[src/rtl/uart_core_param.sv]
// Parametrised full-duplex UART core: TX/RX FSMs with per-frame config latching and error flags.
// Build option UART_RX_FIFO_EN selects an RX_FIFO_DEPTH FWFT receive FIFO instead of a 1-entry register.
module uart_core_param #(
    parameter int DATA_BITS     = 8,
    parameter int DIV_W         = 16,
    parameter int RX_FIFO_DEPTH = 8
) (
    input  logic                 clk,
    input  logic                 rst_n,
    input  logic [DIV_W-1:0]     cfg_div,
    input  logic [1:0]           cfg_parity,
    input  logic                 cfg_stop2,
    input  logic [DATA_BITS-1:0] tx_data,
    input  logic                 tx_valid,
    output logic                 tx_ready,
    output logic                 tx_busy,
    output logic [DATA_BITS-1:0] rx_data,
    output logic                 rx_parity_err,
    output logic                 rx_frame_err,
    output logic                 rx_valid,
    input  logic                 rx_ready,
    output logic                 rx_overrun,
    output logic                 tx,
    input  logic                 rx
);
    localparam logic [3:0]       LAST_BIT = 4'(DATA_BITS - 1);
    localparam logic [DIV_W-1:0] MIN_DIV  = DIV_W'(4);
    localparam logic [DIV_W-1:0] ONE      = DIV_W'(1);

    typedef enum logic [2:0] {S_IDLE, S_START, S_DATA, S_PARITY, S_STOP} state_t;

    logic [DIV_W-1:0] div_eff;
    assign div_eff = (cfg_div < MIN_DIV) ? MIN_DIV : cfg_div;

    state_t                 tx_state_q;
    logic [DIV_W-1:0]       tx_cnt_q, tx_div_q;
    logic [3:0]             tx_idx_q;
    logic [DATA_BITS-1:0]   tx_shift_q;
    logic                   tx_par_en_q, tx_parbit_q, tx_stop2_q;
    logic                   tx_q, tx_busy_q, tx_ready_q;

    always_ff @(posedge clk or negedge rst_n) begin
        if (!rst_n) begin
            tx_state_q  <= S_IDLE;
            tx_cnt_q    <= '0;
            tx_div_q    <= MIN_DIV;
            tx_idx_q    <= '0;
            tx_shift_q  <= '0;
            tx_par_en_q <= 1'b0;
            tx_parbit_q <= 1'b0;
            tx_stop2_q  <= 1'b0;
            tx_q        <= 1'b1;
            tx_busy_q   <= 1'b0;
            tx_ready_q  <= 1'b1;
        end else begin
            if (tx_state_q != S_IDLE) tx_cnt_q <= tx_cnt_q - ONE;
            case (tx_state_q)
                S_IDLE: if (tx_valid && tx_ready_q) begin
                    tx_state_q  <= S_START;
                    tx_q        <= 1'b0;
                    tx_busy_q   <= 1'b1;
                    tx_ready_q  <= 1'b0;
                    tx_shift_q  <= tx_data;
                    tx_div_q    <= div_eff;
                    tx_cnt_q    <= div_eff - ONE;
                    tx_par_en_q <= ^cfg_parity;
                    // cfg_parity[1] is set only for odd parity among the enabled modes
                    tx_parbit_q <= (^tx_data) ^ cfg_parity[1];
                    tx_stop2_q  <= cfg_stop2;
                end
                S_START: if (tx_cnt_q == '0) begin
                    tx_state_q <= S_DATA;
                    tx_q       <= tx_shift_q[0];
                    tx_shift_q <= tx_shift_q >> 1;
                    tx_idx_q   <= '0;
                    tx_cnt_q   <= tx_div_q - ONE;
                end
                S_DATA: if (tx_cnt_q == '0) begin
                    tx_cnt_q <= tx_div_q - ONE;
                    if (tx_idx_q == LAST_BIT) begin
                        tx_idx_q <= '0;
                        if (tx_par_en_q) begin
                            tx_state_q <= S_PARITY;
                            tx_q       <= tx_parbit_q;
                        end else begin
                            tx_state_q <= S_STOP;
                            tx_q       <= 1'b1;
                        end
                    end else begin
                        tx_idx_q   <= tx_idx_q + 4'd1;
                        tx_q       <= tx_shift_q[0];
                        tx_shift_q <= tx_shift_q >> 1;
                    end
                end
                S_PARITY: if (tx_cnt_q == '0) begin
                    tx_state_q <= S_STOP;
                    tx_q       <= 1'b1;
                    tx_cnt_q   <= tx_div_q - ONE;
                end
                S_STOP: if (tx_cnt_q == '0) begin
                    if (tx_stop2_q && tx_idx_q == '0) begin
                        tx_idx_q <= 4'd1;
                        tx_cnt_q <= tx_div_q - ONE;
                    end else begin
                        tx_state_q <= S_IDLE;
                        tx_busy_q  <= 1'b0;
                        tx_ready_q <= 1'b1;
                    end
                end
                default: tx_state_q <= S_IDLE;
            endcase
        end
    end

    assign tx       = tx_q;
    assign tx_busy  = tx_busy_q;
    assign tx_ready = tx_ready_q;

    state_t                 rx_state_q;
    logic                   rx_s1_q, rx_s2_q, rx_prev_q;
    logic [DIV_W-1:0]       rx_cnt_q, rx_div_q;
    logic [3:0]             rx_idx_q;
    logic [DATA_BITS-1:0]   rx_shift_q;
    logic                   rx_par_en_q, rx_odd_q, rx_perr_q;

    always_ff @(posedge clk or negedge rst_n) begin
        if (!rst_n) begin
            rx_s1_q     <= 1'b1;
            rx_s2_q     <= 1'b1;
            rx_prev_q   <= 1'b1;
            rx_state_q  <= S_IDLE;
            rx_cnt_q    <= '0;
            rx_div_q    <= MIN_DIV;
            rx_idx_q    <= '0;
            rx_shift_q  <= '0;
            rx_par_en_q <= 1'b0;
            rx_odd_q    <= 1'b0;
            rx_perr_q   <= 1'b0;
        end else begin
            rx_s1_q   <= rx;
            rx_s2_q   <= rx_s1_q;
            rx_prev_q <= rx_s2_q;
            if (rx_state_q != S_IDLE) rx_cnt_q <= rx_cnt_q - ONE;
            case (rx_state_q)
                S_IDLE: if (rx_prev_q && !rx_s2_q) begin
                    rx_state_q  <= S_START;
                    rx_div_q    <= div_eff;
                    rx_cnt_q    <= (div_eff >> 1) - ONE;
                    rx_par_en_q <= ^cfg_parity;
                    rx_odd_q    <= cfg_parity[1];
                    rx_perr_q   <= 1'b0;
                end
                S_START: if (rx_cnt_q == '0) begin
                    // start bit gone high again by mid-bit: treat as a glitch
                    rx_state_q <= rx_s2_q ? S_IDLE : S_DATA;
                    rx_idx_q   <= '0;
                    rx_cnt_q   <= rx_div_q - ONE;
                end
                S_DATA: if (rx_cnt_q == '0) begin
                    rx_shift_q <= {rx_s2_q, rx_shift_q[DATA_BITS-1:1]};
                    rx_cnt_q   <= rx_div_q - ONE;
                    rx_idx_q   <= rx_idx_q + 4'd1;
                    if (rx_idx_q == LAST_BIT) rx_state_q <= rx_par_en_q ? S_PARITY : S_STOP;
                end
                S_PARITY: if (rx_cnt_q == '0) begin
                    rx_perr_q  <= rx_s2_q ^ (^rx_shift_q) ^ rx_odd_q;
                    rx_state_q <= S_STOP;
                    rx_cnt_q   <= rx_div_q - ONE;
                end
                S_STOP: if (rx_cnt_q == '0) rx_state_q <= S_IDLE;
                default: rx_state_q <= S_IDLE;
            endcase
        end
    end

    logic                 rx_push;
    logic [DATA_BITS+1:0] rx_word;
    assign rx_push = (rx_state_q == S_STOP) && (rx_cnt_q == '0);
    assign rx_word = {rx_shift_q, rx_perr_q, !rx_s2_q};

`ifdef UART_RX_FIFO_EN
    localparam int PTR_W = $clog2(RX_FIFO_DEPTH);

    logic [DATA_BITS+1:0] fifo_mem_q [RX_FIFO_DEPTH];
    logic [PTR_W:0]       wr_ptr_q, rd_ptr_q;
    logic                 fifo_empty, fifo_full, fifo_pop, fifo_wr;
    logic                 rx_overrun_q;

    assign fifo_empty = (wr_ptr_q == rd_ptr_q);
    assign fifo_full  = (wr_ptr_q[PTR_W] != rd_ptr_q[PTR_W]) &&
                        (wr_ptr_q[PTR_W-1:0] == rd_ptr_q[PTR_W-1:0]);
    assign fifo_pop   = !fifo_empty && rx_ready;
    assign fifo_wr    = rx_push && (!fifo_full || fifo_pop);

    always_ff @(posedge clk or negedge rst_n) begin
        if (!rst_n) begin
            wr_ptr_q     <= '0;
            rd_ptr_q     <= '0;
            rx_overrun_q <= 1'b0;
        end else begin
            rx_overrun_q <= rx_push && !fifo_wr;
            if (fifo_wr)  wr_ptr_q <= wr_ptr_q + 1'b1;
            if (fifo_pop) rd_ptr_q <= rd_ptr_q + 1'b1;
        end
    end

    always_ff @(posedge clk) begin
        if (fifo_wr) fifo_mem_q[wr_ptr_q[PTR_W-1:0]] <= rx_word;
    end

    // outputs forced to zero while empty so reset/idle values are defined
    assign rx_valid = !fifo_empty;
    assign {rx_data, rx_parity_err, rx_frame_err} =
        fifo_empty ? '0 : fifo_mem_q[rd_ptr_q[PTR_W-1:0]];
    assign rx_overrun = rx_overrun_q;
`else
    logic [DATA_BITS+1:0] rx_hold_q;
    logic                 rx_valid_q, rx_overrun_q;

    always_ff @(posedge clk or negedge rst_n) begin
        if (!rst_n) begin
            rx_hold_q    <= '0;
            rx_valid_q   <= 1'b0;
            rx_overrun_q <= 1'b0;
        end else begin
            rx_overrun_q <= 1'b0;
            if (rx_push) begin
                if (!rx_valid_q || rx_ready) begin
                    rx_hold_q  <= rx_word;
                    rx_valid_q <= 1'b1;
                end else begin
                    rx_overrun_q <= 1'b1;
                end
            end else if (rx_valid_q && rx_ready) begin
                rx_valid_q <= 1'b0;
            end
        end
    end

    assign rx_valid = rx_valid_q;
    assign {rx_data, rx_parity_err, rx_frame_err} = rx_hold_q;
    assign rx_overrun = rx_overrun_q;
`endif

endmodule

[config.mk]
export PLATFORM = sky130hd
export DESIGN_NAME = uart_core_param
export DESIGN_NICKNAME = d
export VERILOG_FILES = /design/src/rtl/uart_core_param.sv
export SDC_FILE = /design/constraint.sdc
export NUM_CORES = 1
export LEC_CHECK = 0
export CAP_MARGIN = 20
export CORE_MARGIN = 3
export CORE_UTILIZATION = 25
export DETAILED_ROUTE_END_ITERATION = 16
export GPL_ROUTABILITY_DRIVEN = 0
export PLACE_DENSITY_LB_ADDON = 0.3
export REMOVE_ABC_BUFFERS = 1
export SYNTH_ARGS = -nofsm -noshare
export SYNTH_HDL_FRONTEND = slang
export SYNTH_SLANG_ARGS = --single-unit
export TNS_END_PERCENT = 30
[constraint.sdc]
create_clock -name clk -period 4.2 [get_ports clk]
set_clock_uncertainty 0.05 [all_clocks]
set_input_delay 0.42 -clock clk [delete_from_list [all_inputs] [get_ports clk]]
set_output_delay 0.42 -clock clk [all_outputs]
set_load 0.02 [all_outputs]
== After elaboration in Yosys (flattened, before gate mapping) ==
Cells that the tools add are included.
Widths: inputs -> output; s select.
Word-level totals
  input bits: 32
  output and inout bits: 15
  register bits after elaboration: 118
  word-level logic and storage cells: 168
Operators by class
  add/subtract/negate cells: 8
  multiplexer cells: 65
  magnitude comparators: 1
  reduce and logical (&&, ||, !) cells: 40
  bitwise operators: 3
  equal/unequal tests: 26
Operator list (count)
  $mux 16: 9
  $sub 16x1->16 const B: 5
  $pmux 16 s3: 1
  $mux 3: 15
  $logic_not 16->1: 2
  $mux 8: 4
  $pmux 16 s2: 1
  $ne 2x2->1 const B: 15
  $pmux 3 s5: 2
  $mux 4: 7
  $pmux 8 s3: 1
  $mux 1: 18
  $lt 16x3->1 const B: 1
  $reduce_xor 8->1: 2
  $sub 15x1->16 const B: 1
  $reduce_and 5->1: 3
  $eq 3x2->1 const B: 4
  $pmux 4 s3: 1
  $reduce_bool 3->1: 4
  $reduce_and 2->1: 5
  $add 4x1->4 const B: 2
  $eq 4x3->1 const B: 2
  $pmux 4 s2: 1
  $reduce_bool 2->1: 4
  other kinds (19): 33

== Longest topological paths before layout ==
  depth after elaboration: 5
  gate-level depth with buffers: 13
  mapped depth without buffers: 11

== Worst setup path after synthesis ==
Ideal clock, no wire load.
  path type: input to register
  from: input cfg_div[13]
  to: register tx_cnt_q[12]
  arrival time: 3.353 ns
  path slack: 0.660 ns
  required time: 4.013 ns
  library setup time: 0.137 ns
  cell stages on the path: 13
  cell sequence: clkbuf_1 or3_1 nor4_1 nand3_1 nand2_1 ha_1 or3b_2 clkbuf_1 nor2_1 o211ai_1 xnor2_1 a222oi_1 o31ai_1
On the way
  word-level cells in the longest chain between the ends: 5
RTL lines
  start, declared: RTL line 10  | input logic [DIV_W-1:0] cfg_div,
  $lt 16x3->1: RTL line 33  | assign div_eff = (cfg_div < MIN_DIV) ? MIN_DIV : cfg_div;
  $mux 16: RTL line 33
  $sub 16x1->16: RTL line 65  | tx_cnt_q <= div_eff - ONE;
  $mux 16: RTL line 58  | S_IDLE: if (tx_valid && tx_ready_q) begin
  $pmux 16 s3: RTL line 57  | case (tx_state_q)
  end signal, assigned: RTL line 56  | if (tx_state_q != S_IDLE) tx_cnt_q <= tx_cnt_q - ONE;
  end signal, assigned: RTL line 65
  end signal, assigned: RTL line 76  | tx_cnt_q <= tx_div_q - ONE;
  end, declared: RTL line 36  | logic [DIV_W-1:0] tx_cnt_q, tx_div_q;
Every way passes these cells.
A chain may end at the register's enable or synchronous reset.

== Worst setup path in the final report ==
Same ends and word-level chain as after synthesis.

==> impl_metrics.tcl <==
set metrics [dict create \
    end_kind "flip-flop" \
    cts_buffers 17 \
    hold_path_class "in2async" \
    clk_pin_slew_ps 70 \
    synth.most_common_cell "nand2_1" \
    post-cts-setup-buffers 0 \
    slew_headroom_pct 35.0 \
    dpl.hpwl_um 14300 \
    synth.avg_cell_area_um2 8.80 \
    yosysTopAreaCellShare_pct 39.5 \
    die_area_mm2 0.0301 \
    drive_above_1_share_pct 11.0 \
    grt_max_degree 71 \
    htreeDepth 4 \
    fin_nets 894 \
    worstRegToRegCells 7 \
    cpMaxStageDelayCell "or3b_2" \
    tns_ps 0 \
    die_w_um 174 \
    dr_total_vias 5925 \
    cts_tree "built" \
    synth_common_cells "nand2_1 (141), dfrtp_1 (111), nor2_1 (68)" \
    worstSetupStartpointType "input port" \
    final_hold_viol_count 0 \
    maxSlewViolCount 0 \
    syn2layout_area_growth_pct 22.3 \
    ios 47 \
    clock.fmax_mhz 283 \
    crit_path_start "cfg_div[13]" \
    drc 0 \
    r2r_start "rx_cnt_q[0]" \
    crit_required_ps 4440 \
    synth_largest_area_cell "dfrtp_1" \
    synth_simple_gate_area_share_pct 24.2 \
    final_antenna_net_count 0 \
    ys.flop_type "dfrtp_1" \
    start_util_pct 25.8 \
    cts.hold.buffers_added 0 \
    crit_arrival_ps 3770 \
    finalCritPeriodShare_pct 84.1 \
    vias_per_cell 4.79 \
    wl_per_cell_um 16.1 \
    critPathMaxStageDelay_ps 520 \
    grt_pass1_vias 6030 \
    drv_cap 0 \
    synth_edf_count 0 \
    gr-usage-all-layers_pct 13.6 \
    grt-ovfl-total 0 \
    synth_top_family_by_area "simple AND/OR/NAND/NOR gates" \
    antennaDiodeCount 0 \
    rows 60 \
    rsz0062_at_grt "no" \
    ys_ff_latch 118 \
    cts_sinks 118 \
    leakage_nw 3.52 \
    synthMuxAreaShare_pct 4.58 \
    seq_area_frac_synth_pct 42.2 \
    cp_cell_sequence "clkdlybuf4s50_1, or3_1, nor4_1, buf_4, nand3_1, nand2_1, ha_1, or3b_2, nor2_1, o211ai_1, xnor2_1, a222oi_1, o31ai_1" \
    rrSetupSlack_ps 980 \
    status "finished clean" \
    cp-endpoint "tx_cnt_q[12]" \
    tightest_slew_ps 975 \
    cts_root_buf "clkbuf_16" \
    dr.first_iter.drc_count 409 \
    ctsResizeCount 0 \
    period_minus_slack_ps 3530 \
    ir_drop_mv 0.292 \
    synth_xor_area_share_pct 11.0 \
    netlist_top_cells_area "dfrtp_1 (40%), nand2_1 (7.5%), xnor2_1 (6.6%)" \
    final_area_mm2 0.00859 \
    fp.dieH_um 174 \
    antenna_found_initial 0 \
    yosys_warnings 0 \
    routed_wl_um 19900 \
    timing.rr.end "rx_cnt_q[10]" \
    synth_cell_types 60 \
    core_region_area_mm2 0.0273 \
    synthCells 798 \
    synth_compound_area_share_pct 13.2 \
    synthAdderAreaFrac_pct 1.78 \
    power_density_mw_per_mm2 566 \
    dpl-instance-area_mm2 0.00799 \
    setup-violations-final 0 \
    synth_area_mm2 0.00702 \
    clock_path_buffers 2 \
    criticalPathCategory "in2reg" \
    clock_latency_ps 430 \
    synthArstFlopShare_pct 100 \
    grt_pass1_wl_um 32900 \
    portBuffers 46 \
    dr.pass1.iters 5 \
    critPathMaxFanout 6 \
]
-- cell type report --
| cell class | count | area, um2 |
|---|---|---|
| fillers | 2843 | 18700 |
| clock buffers | 17 | 425 |
| flip-flops and latches | 118 | 2960 |
| well taps | 372 | 465 |
| clock inverters | 15 | 174 |
| inverters | 17 | 63.8 |
| multi-input cells | 625 | 3840 |
| repair buffers | 73 | 661 |
-- flip-flops by register name, summed over array words and instances (netlist names), 3 cells and up --
name / flops
rx_cnt_q: 16
rx_div_q: 16
rx_hold_q: 10
rx_idx_q: 4
rx_shift_q: 8
rx_state_q: 3
tx_cnt_q: 16
tx_div_q: 16
tx_idx_q: 4
tx_shift_q: 8
tx_state_q: 3
-- cells by family (layout without fill, tap and decap cells) --
kind of cell | count (synthesis) | in the layout
compound gates | 147 | 147
xor+xnor | 88 | 88
fa+ha+maj | 10 | 10
buf+inv | 55 | 122
flops | 118 | 118
mux | 27 | 27
simple gates | 353 | 353
-- layer usage --
metal / up-vias / part of all wire [%] / track usage, %
met2: 116 / 47 / 21.8
met1: 2868 / 47 / 17.9
li1: 2905 / - / -
met3: 36 / 3.3 / 2.69
met5: - / 0 / 0
met4: 0 / 2.6 / 5.33
-- placed cells by master, fill, tap and decap left out, types with 4 or more instances in the layout --
master             n
buf_4             28
clkbuf_16         17
a31o_2             4
mux2i_1           10
mux2_4             8
inv_1             17
nor3b_1            5
xnor2_1           53
nor2b_1            8
a21oi_1           34
nand2b_1          13
nor2_1            68
o221ai_1          11
o31ai_1            5
nor3_1            31
nor4_1            16
o211ai_1           4
clkdlybuf4s50_1   45
nand3b_1           4
dfstp_2            7
dfrtp_1          111
mux2_2             9
ha_1              10
inv_6              4
o22ai_1            6
inv_8              8
xor2_1            35
nand3_1           15
or4_1              9
nand2_1          141
or3_1             22
o21ai_0           51
a21o_1             4
-- worst max-delay path, delay by kind of cell --
kind                       cells  cell delay, ps
and+or+nand+nor                6            1800
buffers and inverters          2             600
AOI/OAI and AO/OA              3             580
adders and majority gates      1             190
xor gates and xnor gates       1             180
-- stage by stage --
stage | power (mW) | setup WS (ps) | hold WS, ps | instances | utilization [%]
2_1_floorplan | 2.90 | 895 | 74.4 | 760 | -
3_3_place_gp | 3.37 | 288 | 295 | 1205 | 29.3
3_5_place_dp | 3.39 | 224 | 299 | 1205 | 29.3
4_1_cts | 4.91 | 657 | 134 | 1237 | 31.5
5_1_grt | 5.20 | 355 | 173 | 1237 | 31.5
6_report | 4.86 | 668 | 87.5 | 1237 | 31.5
-- how the worst min path moves through the flow --
stage | to | startpoint | slack (ps)
2_1_floorplan | rx_cnt_q[0] | rst_n | 70
3_3_place_gp | rx_s2_q | rx_s1_q | 300
3_5_place_dp | rx_s2_q | rx_s1_q | 300
4_1_cts | tx_busy | rst_n | 130
5_1_grt | tx_stop2_q | rst_n | 170
6_report | tx_cnt_q[7] | rst_n | 90
-- report_power, final --
group	internal (mW)	total, mW	switching [mW]
sequential	1.52	1.96	0.433
clock	0.808	1.48	0.669
combinational	0.683	1.43	0.745
total	3.01	4.86	1.85
(Power assumes the default switching activity.)
==> edit 1 (same flow settings) <==
Put one more register stage on the output `tx`, with the module's reset. The value now appears one clock later. The other outputs are not delayed to match.
--- a/src/rtl/uart_core_param.sv
+++ b/src/rtl/uart_core_param.sv
@@ -113,5 +113,11 @@
     end
 
-    assign tx       = tx_q;
+    always_ff @(posedge clk or negedge rst_n) begin
+        if (!rst_n) begin
+            tx <= '0;
+        end else begin
+            tx <= tx_q;
+        end
+    end
     assign tx_busy  = tx_busy_q;
     assign tx_ready = tx_ready_q;
Behaviour: not the same (a bounded check fails within 4 cycles, from zero or initial values and one cycle with rst_n low).
==> edit 1 against the unedited design <==
Synthesized area up 1.7%; worst setup slack better by 0.092 ns; non-clock buffer count down 10; critical endpoint is now tx_cnt_q[15]$_DFF_PN0_; critical path depth down 3; die area up 1.6%; sequential cell count up 1; combinational power down 38%; register-to-register slack better by 0.35 ns; total power down 22%; global-route usage down 0.32 points; wire length down 1.4%; via count down 1.7%; clock power down 6%; final area about the same.
==> edit 1: results <==
group,metric,value,unit
run_status,status,"finished clean",
routing,vias,5824,
routing,drtPass1Iterations,6,
layout,multi_input_area,3920,sq um
global_routing,grtUsageMet2,21.6,%
layout,multi_input_gates,614,
power_and_ir_drop,ir_drop,285,uV
critical_path,reg2reg_depth,5,
placed_design,post-place-ws,0.361,ns
global_routing,grt_pass1_vias,5970,
routing,wl_met2,9590,um
global_routing,use_met3,3.04,%
critical_path,slowest_delay,0.74,ns
critical_path,cp_max_fo,7,
critical_path,r2r_setup_slack,1.33,ns
layout,final-nonclk-buf-share,6.82,%
layout,clock_buffers,20,
logic_synthesis,synth_area_leaders,"dfrtp_1 39%, nand2_1 7.4%, xnor2_1 6.9%",
logic_synthesis,synth_cell_types,62,
routing,wl_met3,648,um
critical_path,crit_slowest_cell,"or4_1",
power_and_ir_drop,switching_share,33.0,%
layout,num-nonclk-buffers,63,
layout,fillerInstances,2954,
timing,hold_slack,0.0175,ns
critical_path,r2r-start,"tx_cnt_q[7]$_DFF_PN0_",
clock_tree,clock-sinks,119,
global_routing,use_met1,17.2,%
layout,seqCellArea,2990,sq um
layout,nNetsFinal,874,
layout,clk_share,6.52,%
power_and_ir_drop,clkPwrFrac,36.5,%
timing,tightestPinTransition,1.11,ns
-- edit 1: changes by cell type after synthesis, sizes merged, moves of 7 or more --
cell | before | now
nand2b | 13 | 6
nand4 | 1 | 14
a21oi | 34 | 27
or3 | 22 | 9
mux2i | 10 | 3
nor2 | 68 | 51
mux2 | 17 | 34
-- edit 1: cell families (layout without fill, tap and decap cells) --
group,count (synthesis),in the layout,share of synthesized area [%]
flops,119,119,41.8
buf+inv,56,112,3.36
compound gates,146,146,13.9
fa+ha+maj,10,10,1.75
mux,37,37,5.78
simple gates,336,336,23.0
xor+xnor,85,85,10.4
-- edit 1: per-stage QoR --
| stage | cells | cell area, sq um | total power, mW |
|---|---|---|---|
| after global placement | 1191 | 8020 | 2.42 |
| after global routing | 1223 | 8580 | 4.04 |
| after detailed placement | 1191 | 8020 | 2.43 |
| final | 1223 | 8580 | 3.81 |
| after CTS | 1223 | 8580 | 3.84 |
| after floorplan | 750 | 6970 | 2.12 |
==> edit 2 (same flow settings) <==
Without the edit above. Build with the macro `UART_RX_FIFO_EN` defined.
--- a/src/rtl/uart_core_param.sv
+++ b/src/rtl/uart_core_param.sv
@@ -1,4 +1,6 @@
 // Parametrised full-duplex UART core: TX/RX FSMs with per-frame config latching and error flags.
 // Build option UART_RX_FIFO_EN selects an RX_FIFO_DEPTH FWFT receive FIFO instead of a 1-entry register.
+`define UART_RX_FIFO_EN
+
 module uart_core_param #(
     parameter int DATA_BITS     = 8,
Formal check against the unedited RTL: same outputs for any inputs over 10 cycles, from zero or initial values and one cycle with rst_n low; that may be too few to reach the edited logic, so the function may still have changed.
==> edit 2 against the unedited design <==
Synthesized cell count grew 19%; global-route usage is 1.5 points lower; die area is 43% higher; first-iteration DRC count grew 22%; total power up 12%; sequential share of layout area is 9.6 points higher; clock power up 16%; via count up 22%; synthesized area rose by 45%; worst setup slack improved by 0.099 ns; sequential cell count rose by 77; wire length grew 30%; largest cell class is now registers; final area is 40% higher.
==> edit 2: results <==
group,metric,value,unit
global_routing,antenna_found_initial,0,
global_routing,use_met1,16.4,%
power_and_ir_drop,power.density,455,nW/um^2
logic_synthesis,synth_area_leaders,"dfrtp_1 27%, edfxtp_1 24%, nand2_1 6.1%",
logic_synthesis,ys_seq_area_share,51.9,%
critical_path,crit_slowest_cell,"dfrtp_1",
routing,wl_per_cell,16.9,um
layout,fillerInstances,4206,
placed_design,hpwl,18400,um
logic_synthesis,synthArstFlopShare,59.0,%
global_routing,use_met3,2.58,%
power_and_ir_drop,cellInternalPower,3.77,mW
timing,finalCriticalPeriod,3.43,ns
routing,wl_met3,961,um
clock_tree,post_cts_resized,0,
critical_path,rr_endpoint,"fifo_mem_q[7][7]$_DFFE_PP_",
clock_tree,clkTransAtPathRegs,0.07,ns
timing,tightestPinTransition,0.985,ns
power_and_ir_drop,combPwrFrac,23.6,%
routing,wl_met2,12400,um
clock_tree,postCtsSetupBuffers,0,
power_and_ir_drop,leakage,4.68,nW
routing,wl_met1,12300,um
run_status,status,"finished clean",
placed_design,placed_area,11400,sq um
placed_design,post-place-ws,0.462,ns
logic_synthesis,synth_edf_count,80,
global_routing,globalRouteOverflowTotal,0,
layout,nNetsFinal,1044,
power_and_ir_drop,seqPwrFrac,44.8,%
critical_path,cp-startpoint,"rd_ptr_q[0]$_DFFE_PN0P_",
logic_synthesis,synth_cell_types,79,
routing,vias,7250,
routing,first_iter_violations,497,
global_routing,grt_pass1_wl,41800,um
critical_path,worst_ep_arrival_time,2.96,ns
critical_path,slowest_delay,0.90,ns
layout,diodes,0,
logic_synthesis,synthTopCellsByCount,"166 x nand2_1, 108 x dfrtp_1, 80 x edfxtp_1",
global_routing,grt_max_degree,68,
global_routing,grtUsageMet2,20.0,%
layout,drive_gt1_share,12.8,%
power_and_ir_drop,ir_drop,276,uV
critical_path,r2r_setup_slack,1.32,ns
global_routing,grt_usage,12.1,%
critical_path,cp_max_fo,14,
## edit 2: cell count changes in the layout (fill, tap and decap cells not counted), sizes merged, moves of 6 or more
cell,change
xnor2,+18
nand3,+8
mux4,+20
nand4,+7
inv,-8
nand2,+25
nor2,+13
or3,-15
edfxtp,+80
nand2b,-7
nor3,-6
mux2i,+12
a21oi,-10
buf,+10
## edit 2: how the worst max path moves through the flow
stage	depth (start not counted)	to
after global placement	12	rx_cnt_q[14]$_DFF_PN0_
after floorplan	10	tx_cnt_q[15]$_DFF_PN0_
final	5	rx_data[0]
after global routing	5	rx_frame_err
after detailed placement	13	tx_cnt_q[14]$_DFF_PN0_
after CTS	5	rx_data[0]
## edit 2: cell families (layout without fill, tap and decap cells)
family,after synthesis,after routing,synth area share (%)
buffers and inverters,66,132,2.72
adder cells (fa/ha/maj),12,12,1.47
XOR/XNOR,101,101,8.68
multiplexers,54,54,7.90
flip-flops,195,195,51.9
AO/OA/AOI/OAI,132,132,8.47
AND/OR/NAND/NOR,387,387,18.9
## edit 2: final cells by class
cell class                 instances  area share, %
sequential                       195           44.1
multi-input combinational        686           38.6
timing repair buffer              83           6.24
tap                              525           5.48
clock buffer                      20           3.73
clock inverter                    12           1.28
inverter                          17          0.532
## edit 2: worst max-delay path: cells and delay by family, from the launching register on
kind                   cells  cell delay, ns
muxes                      2            0.67
DFF                        1            0.90
and+or+nand+nor            1            0.05
buffers and inverters      2            0.90
## edit 2: through the flow
step	hold WS (ns)	cells	util, %
3_5_place_dp	0.297	1505	28.4
2_1_floorplan	0.0744	898	-
3_3_place_gp	0.298	1505	28.4
4_1_cts	0.0936	1537	29.9
6_report	0.0805	1538	30.0
5_1_grt	0.131	1538	30.0
